$ cat src/rtl/btn_step_conditioner.sv
// Two-channel push-button conditioner: 2-flop sync, debounce, press strobe.
// Define BTN_AUTOREPEAT_EN to add hold-to-repeat strobes per channel.
module btn_step_conditioner #(
  parameter int unsigned DEB_CYCLES    = 500_000,
  parameter int unsigned REPEAT_DELAY  = 25_000_000,
  parameter int unsigned REPEAT_PERIOD = 5_000_000,
  parameter logic        BTN_ACTIVE    = 1'b1
) (
  input  logic clk,
  input  logic rb,
  input  logic bt_up_i,
  input  logic bt_dn_i,
  output logic up_stb,
  output logic dn_stb,
  output logic up_held,
  output logic dn_held
);

  localparam int unsigned DEB_W = (DEB_CYCLES > 1) ? $clog2(DEB_CYCLES) : 1;
  localparam logic [DEB_W-1:0] DEB_LAST = DEB_W'(DEB_CYCLES - 1);

`ifdef BTN_AUTOREPEAT_EN
  localparam int unsigned RPT_MAX = (REPEAT_DELAY > REPEAT_PERIOD) ? REPEAT_DELAY : REPEAT_PERIOD;
  localparam int unsigned RPT_W   = (RPT_MAX > 1) ? $clog2(RPT_MAX) : 1;
  localparam logic [RPT_W-1:0] RPT_DELAY_LAST  = RPT_W'(REPEAT_DELAY - 1);
  localparam logic [RPT_W-1:0] RPT_PERIOD_LAST = RPT_W'(REPEAT_PERIOD - 1);

  typedef enum logic [1:0] {
    RPT_IDLE   = 2'd0,
    RPT_DELAY  = 2'd1,
    RPT_REPEAT = 2'd2
  } rpt_state_e;

  logic [1:0] w_stable;
  logic       w_both;
  assign w_both = &w_stable;
`endif

  // Bit 0 = up channel, bit 1 = down channel; raw levels normalised so 1 = pressed.
  logic [1:0] w_raw;
  logic [1:0] w_held;
  logic [1:0] w_rise;
  logic [1:0] w_due;
  logic [1:0] r_stb;

  assign w_raw = {bt_dn_i, bt_up_i} ^ {2{~BTN_ACTIVE}};

  for (genvar g = 0; g < 2; g++) begin : g_ch
    logic             r_sync1;
    logic             r_sync2;
    logic             r_stable;
    logic             r_held;
    logic             r_held_q;
    logic [DEB_W-1:0] r_deb_cnt;

    // Synchronizer, debounce counter and press-edge pipeline.
    always_ff @(posedge clk or negedge rb) begin
      if (!rb) begin
        r_sync1   <= 1'b0;
        r_sync2   <= 1'b0;
        r_stable  <= 1'b0;
        r_held    <= 1'b0;
        r_held_q  <= 1'b0;
        r_deb_cnt <= '0;
      end else begin
        r_sync1  <= w_raw[g];
        r_sync2  <= r_sync1;
        r_held   <= r_stable;
        r_held_q <= r_held;
        if (r_sync2 == r_stable) begin
          r_deb_cnt <= '0;
        end else if (r_deb_cnt == DEB_LAST) begin
          r_stable  <= r_sync2;
          r_deb_cnt <= '0;
        end else begin
          r_deb_cnt <= r_deb_cnt + DEB_W'(1);
        end
      end
    end

    assign w_held[g] = r_held;
    assign w_rise[g] = r_held & ~r_held_q;

`ifdef BTN_AUTOREPEAT_EN
    rpt_state_e       r_rpt_state;
    logic [RPT_W-1:0] r_rpt_cnt;
    logic             w_abort;
    logic             w_fire;

    assign w_stable[g] = r_stable;
    // Release or a two-button chord cancels any pending repeat.
    assign w_abort = ~r_stable | w_both;
    assign w_fire  = ~w_abort &
                     (((r_rpt_state == RPT_DELAY)  && (r_rpt_cnt == RPT_DELAY_LAST)) ||
                      ((r_rpt_state == RPT_REPEAT) && (r_rpt_cnt == RPT_PERIOD_LAST)));

    always_ff @(posedge clk or negedge rb) begin
      if (!rb) begin
        r_rpt_state <= RPT_IDLE;
        r_rpt_cnt   <= '0;
      end else if (w_abort) begin
        r_rpt_state <= RPT_IDLE;
        r_rpt_cnt   <= '0;
      end else begin
        case (r_rpt_state)
          RPT_IDLE: begin
            r_rpt_cnt <= '0;
            if (w_rise[g]) r_rpt_state <= RPT_DELAY;
          end
          RPT_DELAY: begin
            if (r_rpt_cnt == RPT_DELAY_LAST) begin
              r_rpt_state <= RPT_REPEAT;
              r_rpt_cnt   <= '0;
            end else begin
              r_rpt_cnt <= r_rpt_cnt + RPT_W'(1);
            end
          end
          RPT_REPEAT: begin
            if (r_rpt_cnt == RPT_PERIOD_LAST) r_rpt_cnt <= '0;
            else                              r_rpt_cnt <= r_rpt_cnt + RPT_W'(1);
          end
          default: begin
            r_rpt_state <= RPT_IDLE;
            r_rpt_cnt   <= '0;
          end
        endcase
      end
    end

    assign w_due[g] = w_rise[g] | w_fire;
`else
    assign w_due[g] = w_rise[g];
`endif
  end

  // Strobes due on both channels in the same cycle cancel each other.
  always_ff @(posedge clk or negedge rb) begin
    if (!rb) r_stb <= 2'b00;
    else     r_stb <= (w_due == 2'b11) ? 2'b00 : w_due;
  end

  assign up_stb  = r_stb[0];
  assign dn_stb  = r_stb[1];
  assign up_held = w_held[0];
  assign dn_held = w_held[1];

endmodule
$ cat config.mk
export PLATFORM = sky130hd
export DESIGN_NAME = btn_step_conditioner
export DESIGN_NICKNAME = d
export VERILOG_FILES = /design/src/rtl/btn_step_conditioner.sv
export SDC_FILE = /design/constraint.sdc
export NUM_CORES = 1
export LEC_CHECK = 0
export CORE_ASPECT_RATIO = 1.5
export CORE_MARGIN = 1
export CORE_UTILIZATION = 60
export DETAILED_ROUTE_END_ITERATION = 16
export GPL_TIMING_DRIVEN = 1
export PLACE_DENSITY = 0.86
export SLEW_MARGIN = 20
export SYNTH_ARGS = -nofsm -noshare
export SYNTH_HDL_FRONTEND = slang
export SYNTH_SLANG_ARGS = --single-unit
$ cat constraint.sdc
create_clock -name clk -period 4.2 [get_ports clk]
set_input_delay 1.26 -clock clk [delete_from_list [all_inputs] [get_ports clk]]
set_output_delay 1.26 -clock clk [all_outputs]
set_load 0.005 [all_outputs]
## Word level (Yosys, flattened, before mapping)

Index checks and enable logic that the tools add are counted.

| storage, ports and cells | value |
|---|---|
| bits in registers | 50 |
| bits of input ports | 4 |
| output and inout bits | 4 |
| word-level logic and storage cells | 33 |

| cells by class | value |
|---|---|
| add/sub/neg operators | 2 |
| equal/unequal tests | 5 |
| multiplexer cells | 5 |
| bitwise logic cells | 6 |
| reduce and logical (&&, ||, !) cells | 2 |

Operators with widths:

| cell | count |
|---|---|
| 2-to-1 mux 19 bit | 4 |
| adder 19 x 1 -> 19 bit, second input constant | 2 |
| == test 19 bit, second input constant | 2 |
| inverter 1 bit | 4 |
| AND reduction 2 bit | 2 |
| AND 1 bit | 2 |
| == test 1 bit | 2 |
| == test 2 bit, second input constant | 1 |
| 2-to-1 mux 2 bit | 1 |

## Longest topological paths before layout

Gate-level depths: netlist (run 1).

| depth | value |
|---|---|
| word-level depth | 4 |
| gate-level depth with buffers | 7 |
| depth with buffers taken out | 5 |

## Least setup slack after synthesis (run 1)

OpenSTA, ideal clock, no wires.

| path | value |
|---|---|
| path type | register to register |
| start | reg g_ch[0].r_deb_cnt[0] |
| end | reg g_ch[0].r_deb_cnt[16] |
| arrival | 1827 ps |
| data required time | 4122 ps |
| slack | 2295 ps |
| stages on the path, launching flop included | 6 |
| clock period less this slack | 1905 ps |
| path through | dfrtp_1 > ha_1 > nand4_2 > or4_1 > or3_1 > a21oi_1 |

| on the way | value |
|---|---|
| word-level cells in the longest chain between the ends | 3 |
| elaborated cells between the ends (all ways) | 4 |
| those cells by class | 1 x add/sub; 1 x eq/ne; 2 x mux |

RTL lines:

| what | line | text |
|---|---|---|
| start, declared | 54 | `logic [DEB_W-1:0] r_deb_cnt;` |
| start signal, assigned | 76 | `r_deb_cnt <= r_deb_cnt + DEB_W'(1);` |
| adder 19 x 1 -> 19 bit / == test 19 bit (equally long branches) | 76, 72 |  |
| 2-to-1 mux 19 bit * | 72 | `end else if (r_deb_cnt == DEB_LAST) begin` |
| 2-to-1 mux 19 bit * | 70 | `if (r_sync2 == r_stable) begin` |

Mark *: on every way between the ends. The rest lies on a longest branch, timed or not.
A chain may end at the register's enable or synchronous reset.

## Worst setup path after layout (run 1)

| path | value |
|---|---|
| start | reg g_ch[0].r_held, in the netlist up_held |
| end | out up_held |

RTL lines:

| what | line | text |
|---|---|---|
| start, declared | 52 | `logic r_held;` |
| start signal, assigned | 68 | `r_held <= r_stable;` |
| end, declared | 15 | `output logic up_held,` |

No word-level cell between the ends.

==> results of run 1 <==
kinds of logic (layout without fill, tap and decap cells):
group	Yosys count	count (layout)
AO/OA/AOI/OAI	19	19
XOR/XNOR	28	28
adder cells (fa/ha/maj)	2	2
buffers and inverters	14	24
flip-flops	50	50
multiplexers	2	2
AND/OR/NAND/NOR	108	108
power by group:
group	total [mW]	switching, mW	internal (mW)
combinational	0.0278	0.0194	0.00843
clock	0.281	0.164	0.117
sequential	0.494	0.00675	0.488
cell usage in the layout (no fill, tap or decap), drive strengths merged, types with 3 or more instances in the layout:
cell and count:
dfrtp 50, nor2 34, xnor2 20, nand3 12
nand4 12, nand2 11, inv 9, nor4 8
xor2 8, a21oi 8, or3 7, o21ai 6
nor3 6, clkdlybuf4s50 6, clkbuf 5, or4 4
and4 3, and2 3
synth_stat cells:
| cell | count |
|---|---|
| o41ai_1 | 1 |
| nand4_1 | 10 |
| dfrtp_1 | 50 |
| or2_2 | 1 |
| nor4_1 | 8 |
| a21oi_1 | 8 |
| mux2_2 | 2 |
| and3_1 | 1 |
| nor3b_1 | 1 |
| inv_1 | 9 |
| or3_2 | 2 |
| a21bo_2 | 1 |
| buf_2 | 2 |
| xnor2_1 | 20 |
| nor4b_1 | 1 |
| o21ai_0 | 6 |
| a21boi_0 | 1 |
| nor2b_1 | 2 |
| buf_1 | 1 |
| nand3_1 | 12 |
| ha_1 | 2 |
| or4_4 | 1 |
| and4_1 | 3 |
| and2_1 | 3 |
| nand2_1 | 11 |
| or4_1 | 3 |
| nor3_1 | 6 |
| xor2_1 | 8 |
| nand4_2 | 2 |
| o41ai_4 | 1 |
| nand4b_1 | 1 |
| o31ai_1 | 1 |
| or4b_1 | 1 |
| or3_1 | 5 |
| clkbuf_1 | 2 |
| nor2_1 | 34 |
layer usage:
metal / GRT usage, % / part of all wire [%]
met5: 0 / 0
met3: 5.43 / 2.3
met2: 41.4 / 53
met4: 11.1 / 2.4
met1: 26.4 / 43
layout make-up:
type | count | share of cell area [%]
inverter | 9 | 1.35
clock buffer | 5 | 2.75
tap | 43 | 2.15
sequential | 50 | 50.0
clock inverter | 3 | 0.850
timing repair buffer | 7 | 2.70
multi-input combinational | 159 | 40.2
stage by stage:
step	setup WS [ps]	total power [mW]	hold WS, ps	std cells
final	1730	0.803	357	276
after global routing	1670	0.838	365	276
after CTS	1720	0.806	360	276
after detailed placement	2010	0.532	340	268
after global placement	2030	0.530	335	268
after floorplan	2300	0.517	331	223
sequential cells by signal, indices dropped and copies added, names as in the netlist:
| name | count |
|---|---|
| g_ch.r_deb_cnt | 38 |
| g_ch.r_sync1 | 2 |
| g_ch.r_sync2 | 2 |
| g_ch.r_stable | 2 |
| g_ch.r_held_q | 2 |
| dn_held | 1 |
| up_held | 1 |
| r_stb | 2 |
final timing paths:
check / endpoint / slack (ps) / cells after the start
max: up_held / 1730 / 1
min: g_ch[1].r_sync2 / 360 / 0
max reg2reg: g_ch[0].r_deb_cnt[10] / 2010 / 4
min reg2reg: g_ch[1].r_sync2 / 360 / 0
max in group asynchronous: g_ch[0].r_deb_cnt[1] / 2830 / 1
min in group asynchronous: g_ch[0].r_deb_cnt[15] / 950 / 1
==> reports/metrics.yaml, run 1 <==
finish:
  finish.utilization_pct: 68.0
  n_antenna_cell: 0
  syn_to_final_growth_pct: 8.23
  drive_gt1_share_pct: 8.15
  nNetsFinal: 238
  nFillCells: 275
  fin_area_mm2: 0.00250
  multi_input_area_mm2: 0.00101
  seq_area_mm2: 0.00125
sta:
  maxSlewViolCount: 0
  tightest_slew_ps: 942
  final-setup-viol-count: 0
  fin_tns_setup_ps: 0
  slew_headroom_pct: 37.0
  hold_viol_final: 0
  period_needed_ps: 2470
  skew_ps: 5.33
  fin_crit_sh_pct: 58.9
  rsz0062_at_grt: "false"
  max_clock_freq_ghz: 0.404
power:
  vdd_drop_max_uv: 312
  p_leak_nw: 1.02
  p_per_area_mw_per_mm2: 321
route:
  via_per_inst: 5.95
  wl_per_cell_um: 15.6
  drc: 0
  routed_wl_um: 4300
  first_iter_violations: 40
  antenna_left: 0
  drt_pass1_iterations: 4
  vias: 1642
clocking:
  path_clk_slew_ps: 90
  cts_resized: 0
  root_buffer: "clkbuf_8"
  cts-hold-fix-buffers: 0
  numCtsBuffers: 5
  clk_latency_ps: 310
  htree_levels: 2
  cts_tree: "done"
  post_cts_buffers: 0
  cts_buffer_depth: 2
  clkSinkCount: 50
logic_synthesis:
  synth_seq_cells: 50
  synth.net_count: 229
  synth_xor_area_share_pct: 10.6
  synthTopCellsByArea: "dfrtp_1, xnor2_1, nor2_1"
  postSynthCellCount: 223
  synth.cell_area_mm2: 0.00231
  yosysWarnings: 0
  synth.area.mux_share_pct: 0.974
  synth_top_cell_area_share_pct: 54.1
  yosys.area.top_type: "dfrtp_1"
  syn_avg_cell_area_um2: 10.4
  synth_top_family_by_area: "simple AND/OR/NAND/NOR gates"
  synth_seq_area_share_pct: 54.1
  netlist-cell-type-count: 36
  synthSimpleGateAreaFrac_pct: 25.2
  synth_compound_area_share_pct: 5.68
  synthAdderAreaFrac_pct: 1.08
setup_path:
  max_stage_delay_ps: 510
  path_cells: "clkdlybuf4s50_1"
  worst-path-buf-inv: 1
  startpoint_type: "flop"
  worst_path_max_delay_cell: "clkdlybuf4s50_1"
  end_kind: "output pin"
  crit_family: "buffers and inverters"
  crit_arrival_ps: 1210
  r2r-start: "g_ch[0].r_deb_cnt[11]"
  cp-startpoint: "up_held"
  path_max_fanout: 4
  cp.required_ps: 2940
  path_class: "flop to output pin"
min_path:
  hold_class: "flop to flop"
  min_from: "g_ch[1].r_sync1"
place:
  placed_cell_area_mm2: 0.00241
  hpwl_um: 2940
  globalplace.congestion: 0.851
  portBuffers: 7
global_route:
  grt_first_pass_wirelength_um: 7150
  track_usage_pct: 23.8
  grt_max_degree: 51
  antenna_found_initial: 0
  grt_remaining_overflow: 0
  grt_pass1_vias: 1656
floorplan:
  die_x_um: 52.7
  ios: 8
  dieArea_mm2: 0.00411
  core-area_mm2: 0.00368
  start_util_pct: 62.8
  num_rows: 27
  die_h_um: 78.0
job:
  max_cap_viol_count: 0
outcome:
  status: "finished clean"
Power figures use the tool's default switching activity.
==> run 2, diff against run 1 <==
clock period = 2.3 ns   (was 4.2 ns; I/O delays follow)
==> reports/metrics.yaml, run 2 (synthesis results as in run 1) <==
sta:
  hold_slack_ps: 329  # was 357 ps
  max_clock_freq_ghz: 0.513
  final-setup-viol-count: 0  # unchanged
  fin_tns_setup_ps: 0  # unchanged
  maxSlewViolCount: 0  # unchanged
  setup_ws_ps: 349  # was 1730 ps
  hold_viol_final: 0  # unchanged
  slew_headroom_pct: 64.3  # was 37.0%
  period_needed_ps: 1950
  rsz0062_at_grt: "false"  # unchanged
  tightest_slew_ps: 528  # was 942 ps
  fin_crit_sh_pct: 84.8
  skew_ps: 13.3  # was 5.33 ps
place:
  hpwl_um: 3180  # was 2940 um
  placed_cell_area_mm2: 0.00245  # was 0.00241 mm^2
  place_ws_ps: 343  # was 2010 ps
  globalplace.congestion: 0.895  # was 0.851
  portBuffers: 7  # unchanged
  dpl.cell_count: 273  # was 268
power:
  p_per_area_mw_per_mm2: 581  # was 321 mW/mm^2
  p_leak_nw: 1.04  # was 1.02 nW
  power_mw: 1.48  # was 0.803 mW
  vdd_drop_max_uv: 546  # was 312 uV
global_route:
  met1_usage_pct: 26.2  # was 26.4%
  busiest_layer: "met2"  # unchanged
  grt_remaining_overflow: 0  # unchanged
  grt_first_pass_wirelength_um: 7180  # was 7150 um
  grt_pass1_vias: 1662  # was 1,656
  grt_max_degree: 23  # was 51
  antenna_found_initial: 0  # unchanged
  grt_util_met3_pct: 4.26  # was 5.43%
  use_met2_pct: 42.0  # was 41.4%
  track_usage_pct: 23.9  # was 23.8%
floorplan:
  num_rows: 27  # unchanged
  start_util_pct: 62.8  # unchanged
  die_x_um: 52.7  # unchanged
  die_h_um: 78.0  # unchanged
  dieArea_mm2: 0.00411  # unchanged
  core-area_mm2: 0.00368  # unchanged
  ios: 8  # unchanged
finish:
  final_common_cell: "dfrtp_1"  # unchanged
  nNetsFinal: 243  # was 238
  largest_reg_flops: 38  # unchanged
  syn_to_final_growth_pct: 9.85  # was 8.23%
  n_antenna_cell: 0  # unchanged
  fin_cells: 281  # was 276
  fin_area_mm2: 0.00254  # was 0.00250 mm^2
  nFillCells: 260  # was 275
  layout_common_cells: "dfrtp_1, nor2_1, xnor2_1, nand3_1, nand2_1"  # unchanged
  drive_gt1_share_pct: 10.1  # was 8.15%
  regMostFlops: "g_ch.r_deb_cnt"  # unchanged
  finish.utilization_pct: 69.0  # was 68.0%
clocking:
  cts_resized: 0  # unchanged
  cts_buffer_depth: 2  # unchanged
  post_cts_buffers: 0  # unchanged
  root_buffer: "clkbuf_8"  # unchanged
  htree_levels: 2  # unchanged
  cts-hold-fix-buffers: 0  # unchanged
  path_clk_slew_ps: 100  # was 90 ps
  cts_tree: "done"  # unchanged
  clkSinkCount: 50  # unchanged
  numCtsBuffers: 5  # unchanged
  clk_latency_ps: 310  # about the same
route:
  antenna_left: 0  # unchanged
  vias: 1695  # was 1,642
  via_per_inst: 6.03  # was 5.95
  drt_pass1_iterations: 4  # unchanged
  wl_per_cell_um: 15.3  # was 15.6 um
  first_iter_violations: 57  # was 40
  routed_wl_um: 4300  # unchanged
  drc: 0  # unchanged
outcome:
  status: "finished clean"  # unchanged
setup_path:
  startpoint_type: "flop"  # unchanged
  cp.required_ps: 2540  # was 2940 ps
  path_max_fanout: 5  # was 4
  end_kind: "flop"  # was output pin
  path_class: "flop to flop"  # was flop to output pin
  crit_arrival_ps: 2190  # was 1210 ps
job:
  max_cap_viol_count: 0  # unchanged
min_path:
  hold_class: "input pin to async pin"  # was flop to flop
## run 2: changes by cell type in the layout (fill, tap and decap cells not counted)
cell,before,now
inv_6,0,1
clkinv_4,1,0
buf_2,0,1
buf_4,1,5
clkinvlp_4,1,2
clkinv_2,1,0
## run 2: report_power, final
group          switching [mW]  internal (mW)  leakage [nW]
Clock                   0.300          0.218        0.0408
Sequential             0.0118          0.890         0.684
Combinational          0.0365         0.0192         0.312
Total                   0.349           1.13          1.04
## run 2: worst paths after layout
check	from	endpoint	slack (ps)	cells after the start
max	g_ch[0].r_deb_cnt[0]	g_ch[0].r_deb_cnt[16]	350	5
min	rb	g_ch[0].r_held_q	330	1
max reg2reg	g_ch[0].r_deb_cnt[0]	g_ch[0].r_deb_cnt[16]	350	5
min reg2reg	g_ch[0].r_sync1	g_ch[0].r_sync2	350	0
max in group asynchronous	rb	g_ch[1].r_deb_cnt[8]	1370	2
min in group clk	g_ch[0].r_sync1	g_ch[0].r_sync2	350	0
## run 2: cell type report
class | instances | area, um^2 | area share [%]
sequential | 50 | 1250 | 49.3
tap | 43 | 53.8 | 2.12
multi-input combinational | 159 | 1010 | 39.6
clock buffer | 5 | 68.8 | 2.71
timing repair buffer | 12 | 103 | 4.04
clock inverter | 3 | 23.8 | 0.936
inverter | 9 | 33.8 | 1.33
## run 2: critical path: stages, from the launching register on
cell and delay, ps:
dfrtp_1 420, ha_1 240, nand4_2 140, or4_1 610
or3_1 330, a21oi_1 150
## run 2: metal layers
metal / vias to the layer above / share of wire, %
met5: - / 0
met4: 0 / 2.1
met3: 6 / 2.9
met2: 31 / 55
met1: 851 / 40
li1: 807 / -
==> run 3, diff against run 2 <==
clock period = 1.8 ns   (was 2.3 ns; I/O delays follow)
==> reports/metrics.yaml, run 3 (synthesis results as in run 1) <==
outcome:
  status: "finished with violations"  # was finished clean
  violations: "negative setup slack"
sta:
  final-setup-viol-count: 1  # was 0
  setup_ws_ps: -31.3  # was 349 ps
  slew_headroom_pct: 73.6  # was 64.3%
  hold_viol_final: 0  # unchanged
  tightest_slew_ps: 391  # was 528 ps
  max_clock_freq_ghz: 0.546  # was 0.513 GHz
  fin_tns_setup_ps: -31.3  # was 0 ps
  skew_ps: 13.2  # was 13.3 ps
  maxSlewViolCount: 0  # unchanged
  fin_crit_sh_pct: 102  # was 84.8%
  rsz0062_at_grt: "true"  # was false
  period_needed_ps: 1830  # was 1950 ps
route:
  drt_pass1_iterations: 6  # was 4
  wl_per_cell_um: 16.8  # was 15.3 um
  antenna_left: 0  # unchanged
  routed_wl_um: 5070  # was 4300 um
  vias: 1814  # was 1,695
  first_iter_violations: 48  # was 57
  drc: 0  # unchanged
  via_per_inst: 6.01  # was 6.03
clocking:
  numCtsBuffers: 5  # unchanged
  root_buffer: "clkbuf_8"  # unchanged
  clkSinkCount: 50  # unchanged
  htree_levels: 2  # unchanged
  clk_latency_ps: 310  # about the same
  path_clk_slew_ps: 90  # was 100 ps
  cts_buffer_depth: 2  # unchanged
  cts_tree: "done"  # unchanged
setup_path:
  end_kind: "flop"  # unchanged
  crit_arrival_ps: 2060  # was 2190 ps
  cp.required_ps: 2030  # was 2540 ps
  path_max_fanout: 6  # was 5
  startpoint_type: "flop"  # unchanged
  r2r_cells: 4  # was 5
  r2r_setup_slack_ps: -30  # was 350 ps
  path_class: "flop to flop"  # unchanged
global_route:
  track_usage_pct: 26.8  # was 23.9%
  grt_first_pass_wirelength_um: 8020  # was 7180 um
  grt_remaining_overflow: 0  # unchanged
  grt_pass1_vias: 1895  # was 1,662
  grt_max_degree: 51  # was 23
  antenna_found_initial: 0  # unchanged
finish:
  syn_to_final_growth_pct: 21.4  # was 9.85%
  largest_reg_flops: 38  # unchanged
  nNetsFinal: 264  # was 243
  final_common_cell: "dfrtp_1"  # unchanged
  n_antenna_cell: 0  # unchanged
  drive_gt1_share_pct: 22.0  # was 10.1%
  layout_common_cells: "dfrtp_1, nor2_1, buf_4, xnor2_1, nand3_1"  # was dfrtp_1, nor2_1, xnor2_1, nand3_1, nand2_1
  regMostFlops: "g_ch.r_deb_cnt"  # unchanged
floorplan:
  start_util_pct: 62.8  # unchanged
  ios: 8  # unchanged
  core-area_mm2: 0.00368  # unchanged
  num_rows: 27  # unchanged
  dieArea_mm2: 0.00411  # unchanged
  die_h_um: 78.0  # unchanged
  die_x_um: 52.7  # unchanged
place:
  globalplace.congestion: 0.862  # was 0.895
  place_ws_ps: -12.8  # was 343 ps
  portBuffers: 7  # unchanged
  hpwl_um: 3310  # was 3180 um
power:
  p_leak_nw: 1.17  # was 1.04 nW
  p_per_area_mw_per_mm2: 720  # was 581 mW/mm^2
  vdd_drop_max_uv: 751  # was 546 uV
min_path:
  hold_class: "input pin to async pin"  # unchanged
job:
  max_cap_viol_count: 0  # unchanged
## run 3: cell types whose count changed in the layout (fill, tap and decap cells not counted), sizes merged
cell	before	now
buf	6	27
bufinv	0	1
clkbuf	5	7
inv	10	9
clkinvlp	2	0
## run 3: path summary, 6_finish.rpt
| check | startpoint | to |
|---|---|---|
| max | g_ch[1].r_deb_cnt[5] | g_ch[1].r_deb_cnt[18] |
| min | rb | g_ch[0].r_deb_cnt[18] |
| max reg2reg | g_ch[1].r_deb_cnt[5] | g_ch[1].r_deb_cnt[18] |
| min reg2reg | g_ch[1].r_sync1 | g_ch[1].r_sync2 |
| max in group asynchronous | rb | g_ch[1].r_deb_cnt[7] |
| min in group clk | g_ch[1].r_sync1 | g_ch[1].r_sync2 |
## run 3: cell type report
class                           instances  area [um^2]
Clock buffer                            7         76.3
Clock inverter                          1         30.0
Fill cell                             232          875
Inverter                                9         33.8
Multi-Input combinational cell        159         1080
Sequential cell                        50         1250
Tap cell                               43         53.8
Timing Repair Buffer                   33          277
## run 3: per-layer routing
layer | up-vias | wire length [um] | global-route usage, %
met5 | - | 0 | 0
met4 | 0 | 116 | 12.4
met3 | 15 | 170 | 6.20
met2 | 54 | 2900 | 50.4
met1 | 899 | 1880 | 26.0
li1 | 846 | - | -
## run 3: timing repair
action | 4_1_cts | 5_1_grt
pin swaps | 0 | 6
buffers inserted | 2 | 4
endpoints found under the setup margin | 4 | 23
hold buffers | 0 | 0
gates cloned | 0 | 0
gates resized for setup | 1 | 14
## run 3: worst max-delay path: stages (launching register included)
cell and delay (ps):
dfrtp_1 450, nand4_1 170, or4_4 480, or3_2 450
a21oi_1 200
## run 3: metrics by stage
stage | utilization, % | std cells | hold WS, ps | instance area [um^2] | total power [mW]
2_1_floorplan | - | 223 | 244 | 2330 | 1.21
3_3_place_gp | 70.4 | 288 | 332 | 2590 | 1.26
3_5_place_dp | 70.4 | 288 | 336 | 2590 | 1.26
4_1_cts | 73.8 | 298 | 218 | 2720 | 2.03
5_1_grt | 76.2 | 302 | 225 | 2810 | 2.09
6_report | 76.2 | 302 | 204 | 2810 | 2.02
## run 3: where the power goes
group | internal [mW] | total [mW] | switching, mW
clock network | 0.416 | 0.776 | 0.360
logic | 0.0388 | 0.0941 | 0.0553
registers | 1.14 | 1.15 | 0.0138
total | 1.59 | 2.02 | 0.429
==> variant: new RTL, config.mk and constraints of run 2 <==
Put a register stage on the outputs `up_stb`, `dn_stb`, `up_held` and `dn_held`, cleared by the reset. The values now appear one clock later.
--- a/src/rtl/btn_step_conditioner.sv
+++ b/src/rtl/btn_step_conditioner.sv
@@ -139,9 +139,18 @@
     else     r_stb <= (w_due == 2'b11) ? 2'b00 : w_due;
   end
 
-  assign up_stb  = r_stb[0];
-  assign dn_stb  = r_stb[1];
-  assign up_held = w_held[0];
-  assign dn_held = w_held[1];
+  always_ff @(posedge clk or negedge rb) begin
+    if (!rb) begin
+      up_stb  <= '0;
+      dn_stb  <= '0;
+      up_held <= '0;
+      dn_held <= '0;
+    end else begin
+      up_stb  <= r_stb[0];
+      dn_stb  <= r_stb[1];
+      up_held <= w_held[0];
+      dn_held <= w_held[1];
+    end
+  end
 
 endmodule
Formal check against the unedited RTL: no difference found for any inputs over 10 cycles, from zero or initial values; that may be too few to reach the edited logic, so the function may still have changed.
==> variant against run 2 <==
Non-clock buffer count is 2 lower; count of clock-buffer cells in the layout is 1 higher; core utilization is 0.92 points higher; wire length is 3.8% higher; worst setup slack worse by 120 ps; sequential cell count is 2 higher; design area is 2.3% higher; total power is 3.2% higher; area after synthesis is 2.9% higher; final cell count is 1.1% lower; sequential power is 4.0% higher; highest routed layer unchanged.
==> variant: results (changes against run 2) <==
* **largest stage delay on the critical path** 480 ps, -130 ps
* **critical path peak fanout** 9, +4
* **cell count after placement** 271, -0.73%
* **cell types with the largest area share after synthesis** sky130_fd_sc_hd__dfrtp_1, sky130_fd_sc_hd__xnor2_1, sky130_fd_sc_hd__nor2_1
* **maximum resistive drop on vdd** 0.539 mV, -1.2%
* **CP Data Arrival Time** 2300 ps, +110 ps
* **multiplexer share of the synthesized area** 1.37%, +0.39 points
* **sinks on the clock net** 52, +4.0%
* **multi-input gate share of the layout cell area** 39.2%, -0.44 points
* **maximum number of pins on one net before global-route repair** 32, +39%
* **mean routed wirelength per cell** 16.0 um, +4.9%
* **fraction of final layout cells sized beyond drive strength 1** 9.79%, -0.30 points
* **Setup Skew** 11.7 ps, -1.54 ps
* **cell at the slowest stage of the critical path** sky130_fd_sc_hd__or4b_1
* **worst slack at placement** 263 ps, -80.2 ps
* **relative area of clock buffers and inverters in the final design** 3.52%, -0.13 points
* **wire length of the first global-routing pass** 7370 um, +2.6%
* **DR WL met2** 2450 um, +2.8%
* **Syn Nets** 227, -0.87%
* **Rel. slew slack** 64.3%, about the same
* **mean post-synth cell area** 10.8 sq um, +3.9%
* **Post-Route Hold Slack** 342 ps, +12.3 ps
* **Yosys cell types** 35, -2.8%
* **portion of the post-synthesis area used by sequential elements** 54.7%, +0.57 points
* **met1 layer wirelength in the final routing** 1750 um, +3.1%
* **Detailed Route Iter0 Violations** 68, +19%
* **post-placement cell area** 2510 sq um, +2.4%
* **half-perimeter wire length after detailed placement** 3190 um, +0.33%
* **portion of total power attributed to sequential cells** 61.5%, +0.4 points
* **outcome** finished clean
* **reg-to-reg setup timing slack** 230 ps, -120 ps
* **fraction of the cycle the final worst path needs** 89.9%, +5.1 points
* **post-layout instance count excluding filler cells** 278, -1.1%
==> variant: changes by cell type in the layout (fill, tap and decap cells not counted), moves of 3 or more <==
cell | before | now
sky130_fd_sc_hd__and4_1 | 3 | 0
sky130_fd_sc_hd__buf_4 | 5 | 2
sky130_fd_sc_hd__nor2_1 | 34 | 37
sky130_fd_sc_hd__nor4_1 | 8 | 11
sky130_fd_sc_hd__o21ai_0 | 6 | 2
sky130_fd_sc_hd__or3_1 | 5 | 2
sky130_fd_sc_hd__xnor2_1 | 20 | 26
sky130_fd_sc_hd__xor2_1 | 8 | 4
==> variant: per-layer routing <==
metal,GRT usage [%],vias to the layer above
met1,24.5,812
met4,14.2,0
li1,-,798
met5,0,-
met2,43.5,39
met3,5.56,15
==> variant: through the flow <==
stage                     power, W  util, %
after global placement     0.00101     67.4
final                      0.00152     69.9
after CTS                  0.00154     69.9
after global routing       0.00158     69.9
after detailed placement   0.00102     67.4
after floorplan           0.000985        -
